<file path="src/rtl/mem_arbiter_if.sv">
// Bus bundle between the IF/MEM pipeline stages, the unified memory
// port and the mem_arbiter that sequences accesses between them.
interface mem_arbiter_if #(
    parameter int ADDR_W = 32,
    parameter int DATA_W = 32
) ();
    logic                  if_req;
    logic [ADDR_W-1:0]     if_addr;
    logic [DATA_W-1:0]     if_rdata;
    logic                  if_ready;

    logic                  dm_req;
    logic                  dm_we;
    logic [ADDR_W-1:0]     dm_addr;
    logic [DATA_W-1:0]     dm_wdata;
    logic [DATA_W/8-1:0]   dm_wmask;
    logic [DATA_W-1:0]     dm_rdata;
    logic                  dm_ready;

    logic                  mem_en;
    logic                  mem_we;
    logic [ADDR_W-1:0]     mem_addr;
    logic [DATA_W-1:0]     mem_wdata;
    logic [DATA_W/8-1:0]   mem_wmask;
    logic [DATA_W-1:0]     mem_rdata;

    logic                  stallF;
    logic                  stallM;

    modport slave (
        input  if_req, if_addr,
        output if_rdata, if_ready,
        input  dm_req, dm_we, dm_addr, dm_wdata, dm_wmask,
        output dm_rdata, dm_ready,
        output mem_en, mem_we, mem_addr, mem_wdata, mem_wmask,
        input  mem_rdata,
        output stallF, stallM
    );

    modport master (
        output if_req, if_addr,
        input  if_rdata, if_ready,
        output dm_req, dm_we, dm_addr, dm_wdata, dm_wmask,
        input  dm_rdata, dm_ready,
        input  mem_en, mem_we, mem_addr, mem_wdata, mem_wmask,
        output mem_rdata,
        input  stallF, stallM
    );
endinterface

</file>
<file path="src/rtl/mem_arbiter.sv">
// Round-robin arbiter/sequencer sharing one fixed-latency memory port
// between instruction fetch and data access, with stage stall outputs.
module mem_arbiter #(
    parameter int ADDR_W  = 32,
    parameter int DATA_W  = 32,
    parameter int LATENCY = 2
) (
    input  logic clk,
    input  logic reset,
    mem_arbiter_if.slave bus
);
    localparam int MW = DATA_W / 8;

    localparam logic [1:0] IDLE  = 2'd0;
    localparam logic [1:0] ISSUE = 2'd1;
    localparam logic [1:0] WAIT  = 2'd2;
    localparam logic [1:0] DONE  = 2'd3;

    localparam logic [3:0] CNT_LOAD = 4'(LATENCY - 1);

    logic [1:0]        state_q, state_d;
    logic              last_dm_q, last_dm_d;
    logic              own_dm_q, own_dm_d;
    logic              op_we_q, op_we_d;
    logic [3:0]        cnt_q, cnt_d;

    logic              mem_en_q, mem_en_d;
    logic              mem_we_q, mem_we_d;
    logic [MW-1:0]     mem_wmask_q, mem_wmask_d;
    logic [ADDR_W-1:0] mem_addr_q, mem_addr_d;
    logic [DATA_W-1:0] mem_wdata_q, mem_wdata_d;

    logic              if_ready_q, if_ready_d;
    logic              dm_ready_q, dm_ready_d;
    logic [DATA_W-1:0] if_rdata_q, if_rdata_d;
    logic [DATA_W-1:0] dm_rdata_q, dm_rdata_d;

    logic              elig_if;
    logic              elig_dm;
    logic              pick_dm;

    // A requester in its ready cycle is still holding the finished
    // request, so it must not be seen as a new one.
    assign elig_if = bus.if_req & ~if_ready_q;
    assign elig_dm = bus.dm_req & ~dm_ready_q;
    assign pick_dm = elig_dm & (~elig_if | ~last_dm_q);

    always_comb begin
        state_d     = state_q;
        last_dm_d   = last_dm_q;
        own_dm_d    = own_dm_q;
        op_we_d     = op_we_q;
        cnt_d       = cnt_q;
        mem_en_d    = 1'b0;
        mem_we_d    = 1'b0;
        mem_wmask_d = '0;
        mem_addr_d  = mem_addr_q;
        mem_wdata_d = mem_wdata_q;
        if_ready_d  = 1'b0;
        dm_ready_d  = 1'b0;
        if_rdata_d  = if_rdata_q;
        dm_rdata_d  = dm_rdata_q;

        unique case (state_q)
            IDLE: begin
                if (elig_if | elig_dm) begin
                    state_d  = ISSUE;
                    own_dm_d = pick_dm;
                    mem_en_d = 1'b1;
                    if (pick_dm) begin
                        op_we_d     = bus.dm_we;
                        mem_we_d    = bus.dm_we;
                        mem_addr_d  = bus.dm_addr;
                        mem_wdata_d = bus.dm_wdata;
                        mem_wmask_d = bus.dm_we ? bus.dm_wmask : '0;
                    end else begin
                        op_we_d    = 1'b0;
                        mem_addr_d = bus.if_addr;
                    end
                end
            end
            ISSUE: begin
                cnt_d   = CNT_LOAD;
                state_d = WAIT;
            end
            WAIT: begin
                if (cnt_q == 4'd0) begin
                    state_d = DONE;
                    if (own_dm_q) begin
                        dm_ready_d = 1'b1;
                        if (!op_we_q) begin
                            dm_rdata_d = bus.mem_rdata;
                        end
                    end else begin
                        if_ready_d = 1'b1;
                        if_rdata_d = bus.mem_rdata;
                    end
                end else begin
                    cnt_d = cnt_q - 4'd1;
                end
            end
            DONE: begin
                last_dm_d = own_dm_q;
                state_d   = IDLE;
            end
            default: begin
                state_d = IDLE;
            end
        endcase
    end

    always_ff @(posedge clk) begin
        if (reset) begin
            state_q     <= IDLE;
            last_dm_q   <= 1'b0;
            own_dm_q    <= 1'b0;
            op_we_q     <= 1'b0;
            cnt_q       <= 4'd0;
            mem_en_q    <= 1'b0;
            mem_we_q    <= 1'b0;
            mem_wmask_q <= '0;
            mem_addr_q  <= '0;
            mem_wdata_q <= '0;
            if_ready_q  <= 1'b0;
            dm_ready_q  <= 1'b0;
            if_rdata_q  <= '0;
            dm_rdata_q  <= '0;
        end else begin
            state_q     <= state_d;
            last_dm_q   <= last_dm_d;
            own_dm_q    <= own_dm_d;
            op_we_q     <= op_we_d;
            cnt_q       <= cnt_d;
            mem_en_q    <= mem_en_d;
            mem_we_q    <= mem_we_d;
            mem_wmask_q <= mem_wmask_d;
            mem_addr_q  <= mem_addr_d;
            mem_wdata_q <= mem_wdata_d;
            if_ready_q  <= if_ready_d;
            dm_ready_q  <= dm_ready_d;
            if_rdata_q  <= if_rdata_d;
            dm_rdata_q  <= dm_rdata_d;
        end
    end

    assign bus.mem_en    = mem_en_q;
    assign bus.mem_we    = mem_we_q;
    assign bus.mem_wmask = mem_wmask_q;
    assign bus.mem_addr  = mem_addr_q;
    assign bus.mem_wdata = mem_wdata_q;
    assign bus.if_ready  = if_ready_q;
    assign bus.dm_ready  = dm_ready_q;
    assign bus.if_rdata  = if_rdata_q;
    assign bus.dm_rdata  = dm_rdata_q;
    assign bus.stallF    = bus.if_req & ~if_ready_q;
    assign bus.stallM    = bus.dm_req & ~dm_ready_q;
endmodule

</file>
<file path="src/flat_wrapper.sv">
// flat-port wrapper written by rule: the top's interface ports become plain ports
module mem_arbiter_flat 
#(
    parameter int ADDR_W  = 32,
    parameter int DATA_W  = 32,
    parameter int LATENCY = 2
)
  (clk, reset, bus_if_req, bus_if_addr, bus_if_rdata, bus_if_ready, bus_dm_req, bus_dm_we, bus_dm_addr, bus_dm_wdata, bus_dm_wmask, bus_dm_rdata, bus_dm_ready, bus_mem_en, bus_mem_we, bus_mem_addr, bus_mem_wdata, bus_mem_wmask, bus_mem_rdata, bus_stallF, bus_stallM);
  mem_arbiter_if #(.ADDR_W(ADDR_W), .DATA_W(DATA_W)) bus_i ();
  input  logic clk;
  input  logic reset;
  input wire logic [$bits(bus_i.if_req)-1:0] bus_if_req;
  input wire logic [$bits(bus_i.if_addr)-1:0] bus_if_addr;
  output wire logic [$bits(bus_i.if_rdata)-1:0] bus_if_rdata;
  output wire logic [$bits(bus_i.if_ready)-1:0] bus_if_ready;
  input wire logic [$bits(bus_i.dm_req)-1:0] bus_dm_req;
  input wire logic [$bits(bus_i.dm_we)-1:0] bus_dm_we;
  input wire logic [$bits(bus_i.dm_addr)-1:0] bus_dm_addr;
  input wire logic [$bits(bus_i.dm_wdata)-1:0] bus_dm_wdata;
  input wire logic [$bits(bus_i.dm_wmask)-1:0] bus_dm_wmask;
  output wire logic [$bits(bus_i.dm_rdata)-1:0] bus_dm_rdata;
  output wire logic [$bits(bus_i.dm_ready)-1:0] bus_dm_ready;
  output wire logic [$bits(bus_i.mem_en)-1:0] bus_mem_en;
  output wire logic [$bits(bus_i.mem_we)-1:0] bus_mem_we;
  output wire logic [$bits(bus_i.mem_addr)-1:0] bus_mem_addr;
  output wire logic [$bits(bus_i.mem_wdata)-1:0] bus_mem_wdata;
  output wire logic [$bits(bus_i.mem_wmask)-1:0] bus_mem_wmask;
  input wire logic [$bits(bus_i.mem_rdata)-1:0] bus_mem_rdata;
  output wire logic [$bits(bus_i.stallF)-1:0] bus_stallF;
  output wire logic [$bits(bus_i.stallM)-1:0] bus_stallM;
  assign bus_i.if_req = bus_if_req;
  assign bus_i.if_addr = bus_if_addr;
  assign bus_if_rdata = bus_i.if_rdata;
  assign bus_if_ready = bus_i.if_ready;
  assign bus_i.dm_req = bus_dm_req;
  assign bus_i.dm_we = bus_dm_we;
  assign bus_i.dm_addr = bus_dm_addr;
  assign bus_i.dm_wdata = bus_dm_wdata;
  assign bus_i.dm_wmask = bus_dm_wmask;
  assign bus_dm_rdata = bus_i.dm_rdata;
  assign bus_dm_ready = bus_i.dm_ready;
  assign bus_mem_en = bus_i.mem_en;
  assign bus_mem_we = bus_i.mem_we;
  assign bus_mem_addr = bus_i.mem_addr;
  assign bus_mem_wdata = bus_i.mem_wdata;
  assign bus_mem_wmask = bus_i.mem_wmask;
  assign bus_i.mem_rdata = bus_mem_rdata;
  assign bus_stallF = bus_i.stallF;
  assign bus_stallM = bus_i.stallM;
  mem_arbiter #(.ADDR_W(ADDR_W), .DATA_W(DATA_W), .LATENCY(LATENCY)) u_core (.clk(clk), .reset(reset), .bus(bus_i));
endmodule
</file>
<file path="config.mk">
export PLATFORM = sky130hd
export DESIGN_NAME = mem_arbiter_flat
export DESIGN_NICKNAME = d
export VERILOG_FILES = /design/src/rtl/mem_arbiter_if.sv /design/src/rtl/mem_arbiter.sv /design/src/flat_wrapper.sv
export SDC_FILE = /design/constraint.sdc
export NUM_CORES = 1
export LEC_CHECK = 0
export BUFFER_PORTS_ARGS = -buffer_cell sky130_fd_sc_hd__clkbuf_2
export CAP_MARGIN = 40
export CORE_UTILIZATION = 49
export DETAILED_ROUTE_END_ITERATION = 10
export GPL_ROUTABILITY_DRIVEN = 1
export PLACE_DENSITY = 0.91
export SYNTH_ARGS = -nofsm -noshare
export SYNTH_HDL_FRONTEND = slang
export SYNTH_SLANG_ARGS = --single-unit
export TNS_END_PERCENT = 100
</file>
<file path="constraint.sdc">
create_clock -name clk -period 5.39 [get_ports clk]
set_clock_uncertainty 0.05 [all_clocks]
set_input_delay 1.078 -clock clk [delete_from_list [all_inputs] [get_ports clk]]
set_output_delay 1.078 -clock clk [all_outputs]
set_load 0.01 [all_outputs]
</file>
==> reports/metrics.csv <==
metric;value;unit
worst hold path stage count;2;
initial antenna violation count;0;
CTS Hold Bufs;0;
Pre-Repair DR Iteration Count;5;
pre-CTS setup slack;2560;ps
Syn Inst Count;676;
Post-synth top flop;dfxtp_1;
H-tree depth;4;
Area growth syn-to-layout;38.0;%
register area share after synthesis;53.8;%
CP required;4260;ps
Top Metal Used;met4;
Yosys warnings;0;
most frequent CP cell;clkbuf_2;
# rows;37;
hold path start;u_core.bus.mem_wdata[29];
Reg2Reg Depth;7;
PortBufs;274;
worst path arrival time;1700;ps
Pleak;3.38;nW
post-route setup TNS;0;ps
Worst Setup SP;bus_if_req;
DR WL/cell;13.8;um
Max Clk Rate;0.354;GHz
WL met3;932;um
post-CTS setup buffers;0;
worst skew pair latency;490;ps
Slew headroom;55.9;%
fin crit period;2830;ps
register area;2900;um^2
Synth Register Bits;145;
r2r startpoint;u_core.state_q[0];
EDFF count, synth;0;
first-pass GRT wire length;23.6;mm
Nets;1075;
worst hold endpoint;u_core.bus.mem_wdata[29];
CP cell instances;clkbuf_2, nor2b_1, clkbuf_2;
Fin. Hold Viols;0;
P per Cell Area;479;nW/um^2
Multi-input gate area;2270;um^2
flop2flop setup slack;3170;ps
critical path endpoint category;primary output;
Final Setup Violations;0;
grt total ovfl;0;
Initial Util;51.4;%
Peak VDD IR;0.240;mV
clk slew on worst S/H paths;60;ps
Via density;5.09;
syn_nets;819;
cell area after synthesis;5400;um^2
full die area;11400;um^2
Hold Crit Class;reg -> reg;
placed cell areas;6890;um^2
DRT antenna net count;0;
Max clock buf depth;2;
Clock Sinks;145;
filler-free cell count of the finished design;1081;
vias;5503;
routability cong.;0.837;
CTS Buf Count;17;
fin. max-slew vios;0;
Tcrit/Tclk final;52.4;%
initial drt markers;366;
core area;10500;um^2
Worst R2R End;u_core.bus.if_rdata[5];
x dimension of the die;107;um
post-DP HPWL;10.7;mm
clock root cell;clkbuf_8;
vias in the first global route;5062;
fillers;855;
TritonCTS clock tree;built;
unrepaired setup endpoints after global routing;false;
crit path max-delay cell type;nor2b_1;
largest net degree at the start of global routing;87;
placed cell count;1049;
share of cells above drive strength 1;34.4;%
hold slack final;404;ps
Mean Syn Cell Area;7.98;um^2
post-CTS resize count;0;
design area;7440;um^2
outcome;finished, final reports clean;
n_diodes;0;
crit start category;input port;
max-cap violation count;0;
Critical Path Fanout Max;5;
total track usage;25.8;%
Async SR Flop Fraction;0;%
largest stage delay on the critical path;320;ps
met1 WL;6.13;mm
Worst-Margin Slew;661;ps
CP Class;in -> out;
# IOs;275;
Post-Route WL;15.0;mm
Yosys cell types;34;
final worst slack;2560;ps
DIE HEIGHT;107;um
drt drc;0;
WL met2;7.52;mm
==> worst max-delay path, delay by kind of cell <==
| kind | cells | cell delay [ps] |
|---|---|---|
| buffers and inverters | 2 | 310 |
| AND/OR/NAND/NOR | 1 | 320 |
==> state kept, by name, indices dropped and copies added (netlist names), 2 cells and up <==
| signal | flops |
|---|---|
| u_core.bus.mem_wdata | 32 |
| u_core.state_q | 2 |
| u_core.bus.mem_wmask | 4 |
| u_core.bus.if_rdata | 32 |
| u_core.cnt_q | 4 |
| u_core.bus.mem_addr | 32 |
| u_core.bus.dm_rdata | 32 |
==> layer usage <==
layer	up-vias	GRT usage [%]
met3	30	6.38
met2	203	45.6
li1	2756	-
met5	-	0
met1	2514	30.1
met4	0	9.10
==> synthesized netlist by cell type (all sizes together), types with 2 or more instances <==
| cell | count | area share, % |
|---|---|---|
| o21ai | 5 | 0.53 |
| a211oi | 32 | 4.5 |
| and2 | 4 | 0.46 |
| a21oi | 133 | 12 |
| nor2 | 44 | 3.1 |
| nand3 | 2 | 0.19 |
| buf | 20 | 1.9 |
| nand2b | 3 | 0.35 |
| inv | 6 | 0.42 |
| ha | 6 | 1.4 |
| nand2 | 227 | 16 |
| clkbuf | 29 | 2.0 |
| a221oi | 2 | 0.44 |
| nand3b | 3 | 0.42 |
| o21a | 2 | 0.28 |
| dfxtp | 145 | 54 |
==> placed cells by master, fill, tap and decap left out, types with 2 or more instances in the layout <==
master	instances
a211oi_1	32
a21oi_1	132
and2_1	4
buf_16	2
buf_4	9
buf_8	2
clkbuf_16	16
clkbuf_2	273
clkbuf_8	3
clkinv_4	3
clkinvlp_4	3
dfxtp_1	145
ha_1	6
inv_1	5
inv_6	4
inv_8	3
nand2_1	227
nand2b_1	3
nand3_1	2
nand3b_1	3
nor2_1	43
o21a_1	2
o21ai_0	2
o21ai_1	2
==> report_power, final <==
group	switching, mW	total (mW)	leakage (nW)	internal (mW)
Sequential	0.114	1.39	1.18	1.28
Combinational	0.659	1.08	1.93	0.425
Clock	0.480	1.09	0.268	0.608
==> logic make-up after synthesis <==
group,Yosys count,synth area share (%)
flip-flops,145,53.8
AND/OR/NAND/NOR,293,21.9
AO/OA/AOI/OAI,176,18.4
multiplexers,1,0.185
adder cells (fa/ha/maj),6,1.39
buffers and inverters,55,4.29
==> through the flow <==
stage                     utilization [%]  power [mW]
after CTS                            70.8        3.59
after detailed placement             65.5        2.49
final                                70.8        3.56
after global placement               64.7        2.43
after floorplan                         -        2.07
after global routing                 70.8        3.78
==> cell type report <==
cell class | count | area share (%)
clock inverters | 13 | 1.58
repair buffers | 286 | 20.4
clock buffers | 19 | 5.93
well taps | 136 | 2.29
flip-flops and latches | 145 | 39.0
multi-input cells | 476 | 30.5
inverters | 6 | 0.303
==> worst max path at each step <==
stage | endpoint | cells after the start
6_report | bus_stallF | 3
5_1_grt | bus_stallF | 3
2_1_floorplan | bus_stallF | 2
3_5_place_dp | bus_stallF | 3
4_1_cts | bus_stallF | 3
3_3_place_gp | u_core.bus.mem_addr[26] | 5
Power figures use the tool's default switching activity.
